## config.mk

```make
export PLATFORM = sky130hd
export DESIGN_NAME = icache_ctrl_flat
export DESIGN_NICKNAME = d
export VERILOG_FILES = /design/src/rtl/icache_pkg.sv /design/src/rtl/icache_if.sv /design/src/rtl/icache_data_array.sv /design/src/rtl/icache_ctrl.sv /design/src/flat_wrapper.sv
export SDC_FILE = /design/constraint.sdc
export NUM_CORES = 2
export LEC_CHECK = 0
export CAP_MARGIN = 20
export CORE_ASPECT_RATIO = 0.7
export CORE_MARGIN = 2
export CORE_UTILIZATION = 40
export CTS_CLUSTER_SIZE = 25
export DETAILED_ROUTE_END_ITERATION = 12
export PLACE_DENSITY = 0.58
export RECOVER_POWER = 100
export SYNTH_ARGS = -nofsm -noshare
export SYNTH_HDL_FRONTEND = slang
export SYNTH_SLANG_ARGS = --single-unit
```

## constraint.sdc

```tcl
create_clock -name clk -period 4.4 [get_ports clk]
set_clock_uncertainty 0.1 [all_clocks]
set_input_delay 0.66 -clock clk [delete_from_list [all_inputs] [get_ports clk]]
set_output_delay 0.66 -clock clk [all_outputs]
set_load 0.05 [all_outputs]
```

## src/rtl/icache_pkg.sv

```systemverilog
// Shared types and width helpers for the direct-mapped instruction cache.
// Latency: n/a (types and constant functions only).
// Backpressure: n/a.
//
// Contents: state_t (LOOKUP/REFILL), off_w/idx_w/tag_w address-split widths.
package icache_pkg;

   typedef enum logic {
      LOOKUP = 1'b0,
      REFILL = 1'b1
   } state_t;

   // Word-offset bits inside a line.
   function automatic int off_w(input int words_per_line);
      return $clog2(words_per_line);
   endfunction

   // Line-index bits.
   function automatic int idx_w(input int lines);
      return $clog2(lines);
   endfunction

   // Whatever is left of the 32-bit word address becomes the tag.
   function automatic int tag_w(input int lines, input int words_per_line);
      return 32 - $clog2(lines) - $clog2(words_per_line);
   endfunction

endpackage

```

## src/rtl/icache_if.sv

```systemverilog
// CPU fetch port plus backing-memory read port of the instruction cache.
// Latency: n/a (wires only).
// Backpressure: cpu_ready stalls the CPU; mem_ack paces the refill.
//
// Modports: slave = the cache itself, master = CPU/memory environment.
interface icache_if;
   logic        cpu_req;
   logic [31:0] cpu_addr;
   logic [31:0] cpu_rdata;
   logic        cpu_ready;
   logic        flush;
   logic        mem_req;
   logic [31:0] mem_addr;
   logic [31:0] mem_rdata;
   logic        mem_ack;

   modport slave (
      input  cpu_req, cpu_addr, flush, mem_rdata, mem_ack,
      output cpu_rdata, cpu_ready, mem_req, mem_addr
   );

   modport master (
      output cpu_req, cpu_addr, flush, mem_rdata, mem_ack,
      input  cpu_rdata, cpu_ready, mem_req, mem_addr
   );
endinterface

```

## src/rtl/icache_data_array.sv

```systemverilog
// Instruction data storage, one 32-bit word per entry, addressed {index, offset}.
// Latency: combinational read, write lands on the next rising edge.
// Backpressure: none; writes are accepted every cycle we is high.
//
// Ports: clk, we/waddr/wdata (single-word write), raddr/rdata (async read).
module icache_data_array #(
   parameter int AW = 6
) (
   input  logic          clk,
   input  logic          we,
   input  logic [AW-1:0] waddr,
   input  logic [31:0]   wdata,
   input  logic [AW-1:0] raddr,
   output logic [31:0]   rdata
);

   localparam int DEPTH = 1 << AW;

   // Contents are qualified by the valid bits in the controller, so no reset.
   logic [31:0] mem [DEPTH];

   always_ff @(posedge clk) begin
      if (we) mem[waddr] <= wdata;
   end

   assign rdata = mem[raddr];

endmodule

```

## src/rtl/icache_ctrl.sv

```systemverilog
// Direct-mapped instruction cache controller with line refill over a word-wide memory port.
// Latency: hit returns same cycle; miss returns WORDS_PER_LINE acks plus one lookup cycle.
// Backpressure: cpu_ready low stalls the CPU; mem_addr holds until mem_ack.
//
// Ports: clk, rst_n, bus (icache_if.slave); with ICACHE_STATS_EN defined also
// hit_count/miss_count.
import icache_pkg::*;

module icache_ctrl #(
   parameter int LINES          = 16,
   parameter int WORDS_PER_LINE = 4
) (
   input  logic        clk,
   input  logic        rst_n,
   icache_if.slave     bus
`ifdef ICACHE_STATS_EN
   ,
   output logic [31:0] hit_count,
   output logic [31:0] miss_count
`endif
);

   localparam int OFF_W = off_w(WORDS_PER_LINE);
   localparam int IDX_W = idx_w(LINES);
   localparam int TAG_W = tag_w(LINES, WORDS_PER_LINE);

   logic [OFF_W-1:0] off;
   logic [IDX_W-1:0] idx;
   logic [TAG_W-1:0] tag;

   assign off = bus.cpu_addr[OFF_W-1:0];
   assign idx = bus.cpu_addr[OFF_W +: IDX_W];
   assign tag = bus.cpu_addr[31 -: TAG_W];

   state_t           state;
   logic [LINES-1:0] valid;
   logic [TAG_W-1:0] tags [LINES];
   logic [TAG_W-1:0] lat_tag;
   logic [IDX_W-1:0] lat_idx;
   logic [OFF_W-1:0] cnt;
   logic             flush_pend;
   logic             mem_req_q;

   logic             hit;
   logic             miss;
   logic             fill_we;
   logic             last_ack;
   logic [31:0]      rd_dat;

   // A flush in the lookup cycle forces a miss so stale data is never returned.
   assign hit      = (state == LOOKUP) & bus.cpu_req & valid[idx]
                     & (tags[idx] == tag) & ~bus.flush;
   assign miss     = (state == LOOKUP) & bus.cpu_req & ~hit;
   assign fill_we  = (state == REFILL) & bus.mem_ack;
   assign last_ack = fill_we & (cnt == {OFF_W{1'b1}});

   always_ff @(posedge clk or negedge rst_n) begin
      if (!rst_n) begin
         state      <= LOOKUP;
         valid      <= '0;
         cnt        <= '0;
         flush_pend <= 1'b0;
         mem_req_q  <= 1'b0;
         lat_tag    <= '0;
         lat_idx    <= '0;
      end else begin
         case (state)
            LOOKUP: begin
               if (bus.flush) valid <= '0;
               if (miss) begin
                  state     <= REFILL;
                  mem_req_q <= 1'b1;
                  lat_tag   <= tag;
                  lat_idx   <= idx;
                  cnt       <= '0;
               end
            end
            REFILL: begin
               if (bus.flush) flush_pend <= 1'b1;
               if (bus.mem_ack) begin
                  cnt <= cnt + 1'b1;
                  if (cnt == {OFF_W{1'b1}}) begin
                     state      <= LOOKUP;
                     mem_req_q  <= 1'b0;
                     flush_pend <= 1'b0;
                     // A flush seen during the refill also kills the new line.
                     if (flush_pend | bus.flush) valid <= '0;
                     else                        valid[lat_idx] <= 1'b1;
                  end
               end
            end
            default: state <= LOOKUP;
         endcase
      end
   end

   // Tags are qualified by valid, so they carry no reset.
   always_ff @(posedge clk) begin
      if (last_ack) tags[lat_idx] <= lat_tag;
   end

   icache_data_array #(
      .AW (OFF_W + IDX_W)
   ) u_data (
      .clk   (clk),
      .we    (fill_we),
      .waddr ({lat_idx, cnt}),
      .wdata (bus.mem_rdata),
      .raddr ({idx, off}),
      .rdata (rd_dat)
   );

   assign bus.cpu_ready = hit;
   assign bus.cpu_rdata = rd_dat;
   assign bus.mem_req   = mem_req_q;
   assign bus.mem_addr  = {lat_tag, lat_idx, cnt};

`ifdef ICACHE_STATS_EN
   always_ff @(posedge clk or negedge rst_n) begin
      if (!rst_n) begin
         hit_count  <= '0;
         miss_count <= '0;
      end else begin
         if (hit)  hit_count  <= hit_count + 32'd1;
         if (miss) miss_count <= miss_count + 32'd1;
      end
   end
`endif

endmodule

```

## src/flat_wrapper.sv

```systemverilog
// flat-port wrapper written by rule: the top's interface ports become plain ports
module icache_ctrl_flat 
#(
   parameter int LINES          = 16,
   parameter int WORDS_PER_LINE = 4
)
  (clk, rst_n, bus_cpu_req, bus_cpu_addr, bus_flush, bus_mem_rdata, bus_mem_ack, bus_cpu_rdata, bus_cpu_ready, bus_mem_req, bus_mem_addr);
  icache_if bus_i ();
  input  logic clk;
  input  logic rst_n;
  input wire logic [$bits(bus_i.cpu_req)-1:0] bus_cpu_req;
  input wire logic [$bits(bus_i.cpu_addr)-1:0] bus_cpu_addr;
  input wire logic [$bits(bus_i.flush)-1:0] bus_flush;
  input wire logic [$bits(bus_i.mem_rdata)-1:0] bus_mem_rdata;
  input wire logic [$bits(bus_i.mem_ack)-1:0] bus_mem_ack;
  output wire logic [$bits(bus_i.cpu_rdata)-1:0] bus_cpu_rdata;
  output wire logic [$bits(bus_i.cpu_ready)-1:0] bus_cpu_ready;
  output wire logic [$bits(bus_i.mem_req)-1:0] bus_mem_req;
  output wire logic [$bits(bus_i.mem_addr)-1:0] bus_mem_addr;
  assign bus_i.cpu_req = bus_cpu_req;
  assign bus_i.cpu_addr = bus_cpu_addr;
  assign bus_i.flush = bus_flush;
  assign bus_i.mem_rdata = bus_mem_rdata;
  assign bus_i.mem_ack = bus_mem_ack;
  assign bus_cpu_rdata = bus_i.cpu_rdata;
  assign bus_cpu_ready = bus_i.cpu_ready;
  assign bus_mem_req = bus_i.mem_req;
  assign bus_mem_addr = bus_i.mem_addr;
  icache_ctrl #(.LINES(LINES), .WORDS_PER_LINE(WORDS_PER_LINE)) u_core (.clk(clk), .rst_n(rst_n), .bus(bus_i));
endmodule
```

Yosys cells after proc, flatten, opt, wreduce, memory -nomap -nowiden --
Memory sizes are Yosys's and may differ from the RTL's. Cells that the tools add are included.
Word-level totals: bits in registers 51, bits in writable memories 2464, bits of input ports 69, logic and storage cells 63, memories kept 2
Memories:
- u_core.u_data.mem | depth 64, bits a word 32, rd ports 1, clocked after Yosys merged registers in 0, wr ports 1, line icache_data_array.sv:20 | logic [31:0] mem [DEPTH];
- u_core.tags | depth 16, bits a word 26, rd ports 1, clocked after Yosys merged registers in 0, wr ports 1, line icache_ctrl.sv:37 | logic [TAG_W-1:0] tags [LINES];
Cells by class: $add $sub $neg 1, magnitude comparators 3, equality and inequality tests 6, mux-type cells 27, bitwise operators 12, reduce and logical (&&, ||, !) cells 5
Operators with widths (number):
- $mux W16 | 4
- $pmux W16 S2 | 1
- $eq A26 B26 Y1 | 1
- $or A16 B16 Y16 | 1
- $mux W1 | 15
- $lt A4 B5 Y1 const B | 2
- $and A1 B1 Y1 | 7
- $ne A2 B2 Y1 const B | 3
- $reduce_and A3 Y1 | 2
- $bmux W1 S4 | 1
- $demux W1 S4 | 1
- $ge A4 B1 Y1 const B | 1
- $mux W2 | 2
- $pmux W1 S2 | 2
- $pmux W2 S2 | 1
- $reduce_and A2 Y1 | 2
- $not A1 Y1 | 3
- $add A2 B1 Y2 const B | 1
- $eq A2 B2 Y1 const B | 1
- $ne A2 B1 Y1 const B | 1
- $logic_and A1 B1 Y1 | 1
- $or A1 B1 Y1 | 1

Longest topological paths before layout --
word-level depth 9, depth in mapped cells 13

Modules after synthesis --
From an unflattened synthesis, not the netlist that was laid out.
Unflattened totals: cells, all modules 4250, area, all modules 96851.6 um2
By module, submodules not included:
- icache_data_array | instances 1, cells each 3292, area each 77874.7 um2
- icache_ctrl | instances 1, cells each 958, area each 18977.0 um2

Worst setup path before layout --
OpenSTA, ideal clock, no wires.
kind in2out, from input port bus_cpu_addr[4], to output port bus_cpu_rdata[10], data arrival time 3755 ps, data required time 3640 ps, setup slack -115 ps, stages on the path 11, buffers on the path 8, cell sequence buf_6 -> buf_6 -> buf_6 -> buf_4 -> inv_2 -> buf_2 -> buf_2 -> buf_2 -> buf_1 -> mux2i_1 -> o21ai_0
Between the ends: cells in the longest elaborated chain, start to end 1
Ends and longest elaborated chain:
- from (decl) | line flat_wrapper.sv:12 | input wire logic [$bits(bus_i.cpu_addr)-1:0] bus_cpu_addr;
- $mem_v2 Z64 W32
- to (decl) | line flat_wrapper.sv:16 | output wire logic [$bits(bus_i.cpu_rdata)-1:0] bus_cpu_rdata;
Every way passes these cells.

Final worst setup path --
from register u_core.lat_idx[2], to memory u_core.u_data.mem[13][6] (enable)
RTL lines:
- from (decl) | line icache_ctrl.sv:39 | logic [IDX_W-1:0] lat_idx;
- from (signal assigned) | line icache_ctrl.sv:74 | lat_idx <= idx;
- to (decl) | line icache_data_array.sv:20
Straight into the memory's write port.

==> qor.yml <==
synth_seq_area_share_pct: 78.0
io_pins: 135
cp.arrival_ps: 4700
synth_edf_count: 2464
grt_setup_unrepaired: "true"
tns_ps: 0
ys_top_cells_by_area: "edfxtp_1 (77%), mux4_2 (18%), dfrtp_1 (1.3%), mux2i_1 (0.59%), clkbuf_1 (0.49%)"
clock_path_buffers: 4
setup_violations: 0
cts-buffers-inserted: 240
violations: "capacitance limit, slew limit"
slew_violations: 3456
yosysMostFrequentCell: "edfxtp_1"
fin_crit_sh_pct: 97.8
period_needed_ps: 4300
root_buffer: "clkbuf_16"
track_usage_pct: 20.9
power.density_nw_per_um2: 486
dr.first_iter.drc_count: 6113
reg2reg_slack_ps: 100
syn_area_um2: 96500
hold_class: "input port to register"
clkSlewWorstSetupHoldPaths_ps: 60
drtPass1Iterations: 7
dpl_cell_area_um2: 104000
post_synth.cell_area_avg_um2: 24.5
max-slew-margin-rel_pct: -101
worst_pin_slew_ps: 3010
ys_ff_latch: 2515
start_kind: "register"
vias: 45500
fmax_mhz: 232
viasPerCell: 5.84
critical_path.max_fanout: 16
htree_levels: 4
initial_core_util_pct: 40.3
drcViolationCount: 0
leakagePower_nw: 34.4
clock_sinks: 2515
port_buffers: 134
drtAntennaViolNets: 0
hold_viol_final: 0
dpl.hpwl_um: 144000
grt_max_degree: 69
grt_pass1_wl_um: 359000
wire_per_inst_um: 33.3
criticalPathCategory: "register to register"
cts_tree: "yes"
syn-num-nets: 4004
insertion_delay_ps: 890
core_um2: 239000
synth_warnings: 0
cap_viol_max_count: 103
design_area_um2: 111000
cp.required_ps: 4800
synth_cell_type_count: 57
ir_worst_vdd_uv: 392
drive_gt1_share_pct: 32.0
area_delta_synth_final_pct: 15.1
die_w_um: 591
ys_top_cells_by_count: "edfxtp_1 (2464), mux4_2 (761), clkbuf_1 (127)"
die-area_um2: 245000
end_kind: "register"
fp.dieH_um: 415
synth_ff_type: "edfxtp_1"
fillers: 19600
finalNetCount: 4466
grt_pass1_vias: 44900
synthArstFlopShare_pct: 2.03
status: "complete, but fails checks"
wl_um: 259000
yosysTopAreaCellShare_pct: 76.7
antenna_found_initial: 11
overflow: 0
fp-row-count: 150
synth_cells: 3934
gp_congestion: 0.783
synth_top_cell_by_area: "edfxtp_1"
critical path, cell delays in order (launching register included):
cell and delay [ps]:
dfrtp_1 620, nor2_1 260, nand2_1 70, clkbuf_1 490, nor2_1 1650, clkbuf_2 720
final cells by class:
type / count / area (um^2) / share of cell area, %
tap: 3192 / 3990 / 3.60
antenna: 1 / 2.50 / 0.00225
timing repair buffer: 428 / 3510 / 3.16
sequential: 2515 / 75300 / 67.8
clock buffer: 275 / 6220 / 5.60
multi-input combinational: 1206 / 20700 / 18.7
clock inverter: 157 / 1290 / 1.16
inverter: 5 / 26.3 / 0.0237
timing repair:
item / 4_1_cts / 5_1_grt
pin swaps: 5 / 1
resized for setup: 6 / 0
endpoints found under the setup margin: 1 / 1
endpoints found under the hold margin: 51 / 43
hold buffers: 1 / 9
setup buffers: 1 / 0
where the power goes:
part / internal, W / switching (W)
Clock: 0.0112 / 0.00889
Combinational: 0.00185 / 0.00336
Sequential: 0.0278 / 0.000884
Total: 0.0408 / 0.0131
layer usage:
layer  GRT usage (%)  part of all wire (%)
met1            32.7                    45
met2            30.7                    45
met3            3.94                   8.4
met4            4.33                   1.9
met5               0                     0
stage by stage:
step	std cells	utilization, %	hold slack (ps)	setup WS [ps]	power (W)
2_1_floorplan	3934	-	264	154	0.0317
3_3_place_gp	7314	43.6	372	52.5	0.0343
3_5_place_dp	7315	43.6	381	-10.7	0.0345
4_1_cts	7749	46.7	263	-6.35	0.0544
5_1_grt	7779	46.4	145	-34.0	0.0556
6_report	7779	46.4	166	95.4	0.0539
registers in the layout (all words and copies together), names as in the netlist:
register,flops
u_core.u_data.mem,2048
u_core.tags,416
u_core.lat_tag,26
u_core.valid,16
u_core.lat_idx,4
u_core.cnt,2
u_core.bus.mem_req,1
u_core.flush_pend,1
u_core.state,1
placed cells by master (no fill, tap or decap), types with 13 or more instances in the layout:
cell type and n:
nand2_1 40, mux2_2 14, xor2_1 15, nor2b_1 17
nor2_4 60, a21oi_1 25, mux2_4 26, clkbuf_2 65
bufinv_16 18, clkinv_2 54, nor2_1 52, clkbuf_1 134
xnor2_1 20, buf_4 129, dfrtp_1 51, clkbuf_16 243
nand3_1 13, mux2i_1 57, dlygate4sd3_1 13, mux4_2 761
buf_12 51, clkinv_1 61, edfxtp_1 2464, clkdlybuf4s50_1 59
worst paths after layout:
kind                                    startpoint                        end  cells after the start
max in group asynchronous                    rst_n          u_core.lat_idx[2]                      3
worst max register to register   u_core.lat_idx[2]   u_core.u_data.mem[13][6]                      5
worst min register to register  u_core.bus.mem_req         u_core.bus.mem_req                      1
worst max-delay path             u_core.lat_idx[2]   u_core.u_data.mem[13][6]                      5
min in group asynchronous                    rst_n         u_core.lat_tag[22]                      3
worst min-delay path             bus_mem_rdata[13]  u_core.u_data.mem[54][13]                      1
cell families (layout without fill, tap and decap cells):
group	count (synthesis)	count (layout)	share of synthesized area, %
other	0	1	0
flip-flops	2515	2515	78.0
adder cells (fa/ha/maj)	1	1	0.0130
buffers and inverters	213	865	0.991
multiplexers	858	858	18.9
AND/OR/NAND/NOR	231	231	1.13
AO/OA/AOI/OAI	80	80	0.572
XOR/XNOR	36	36	0.327
Note: power is estimated with default switching activity, not from simulation.
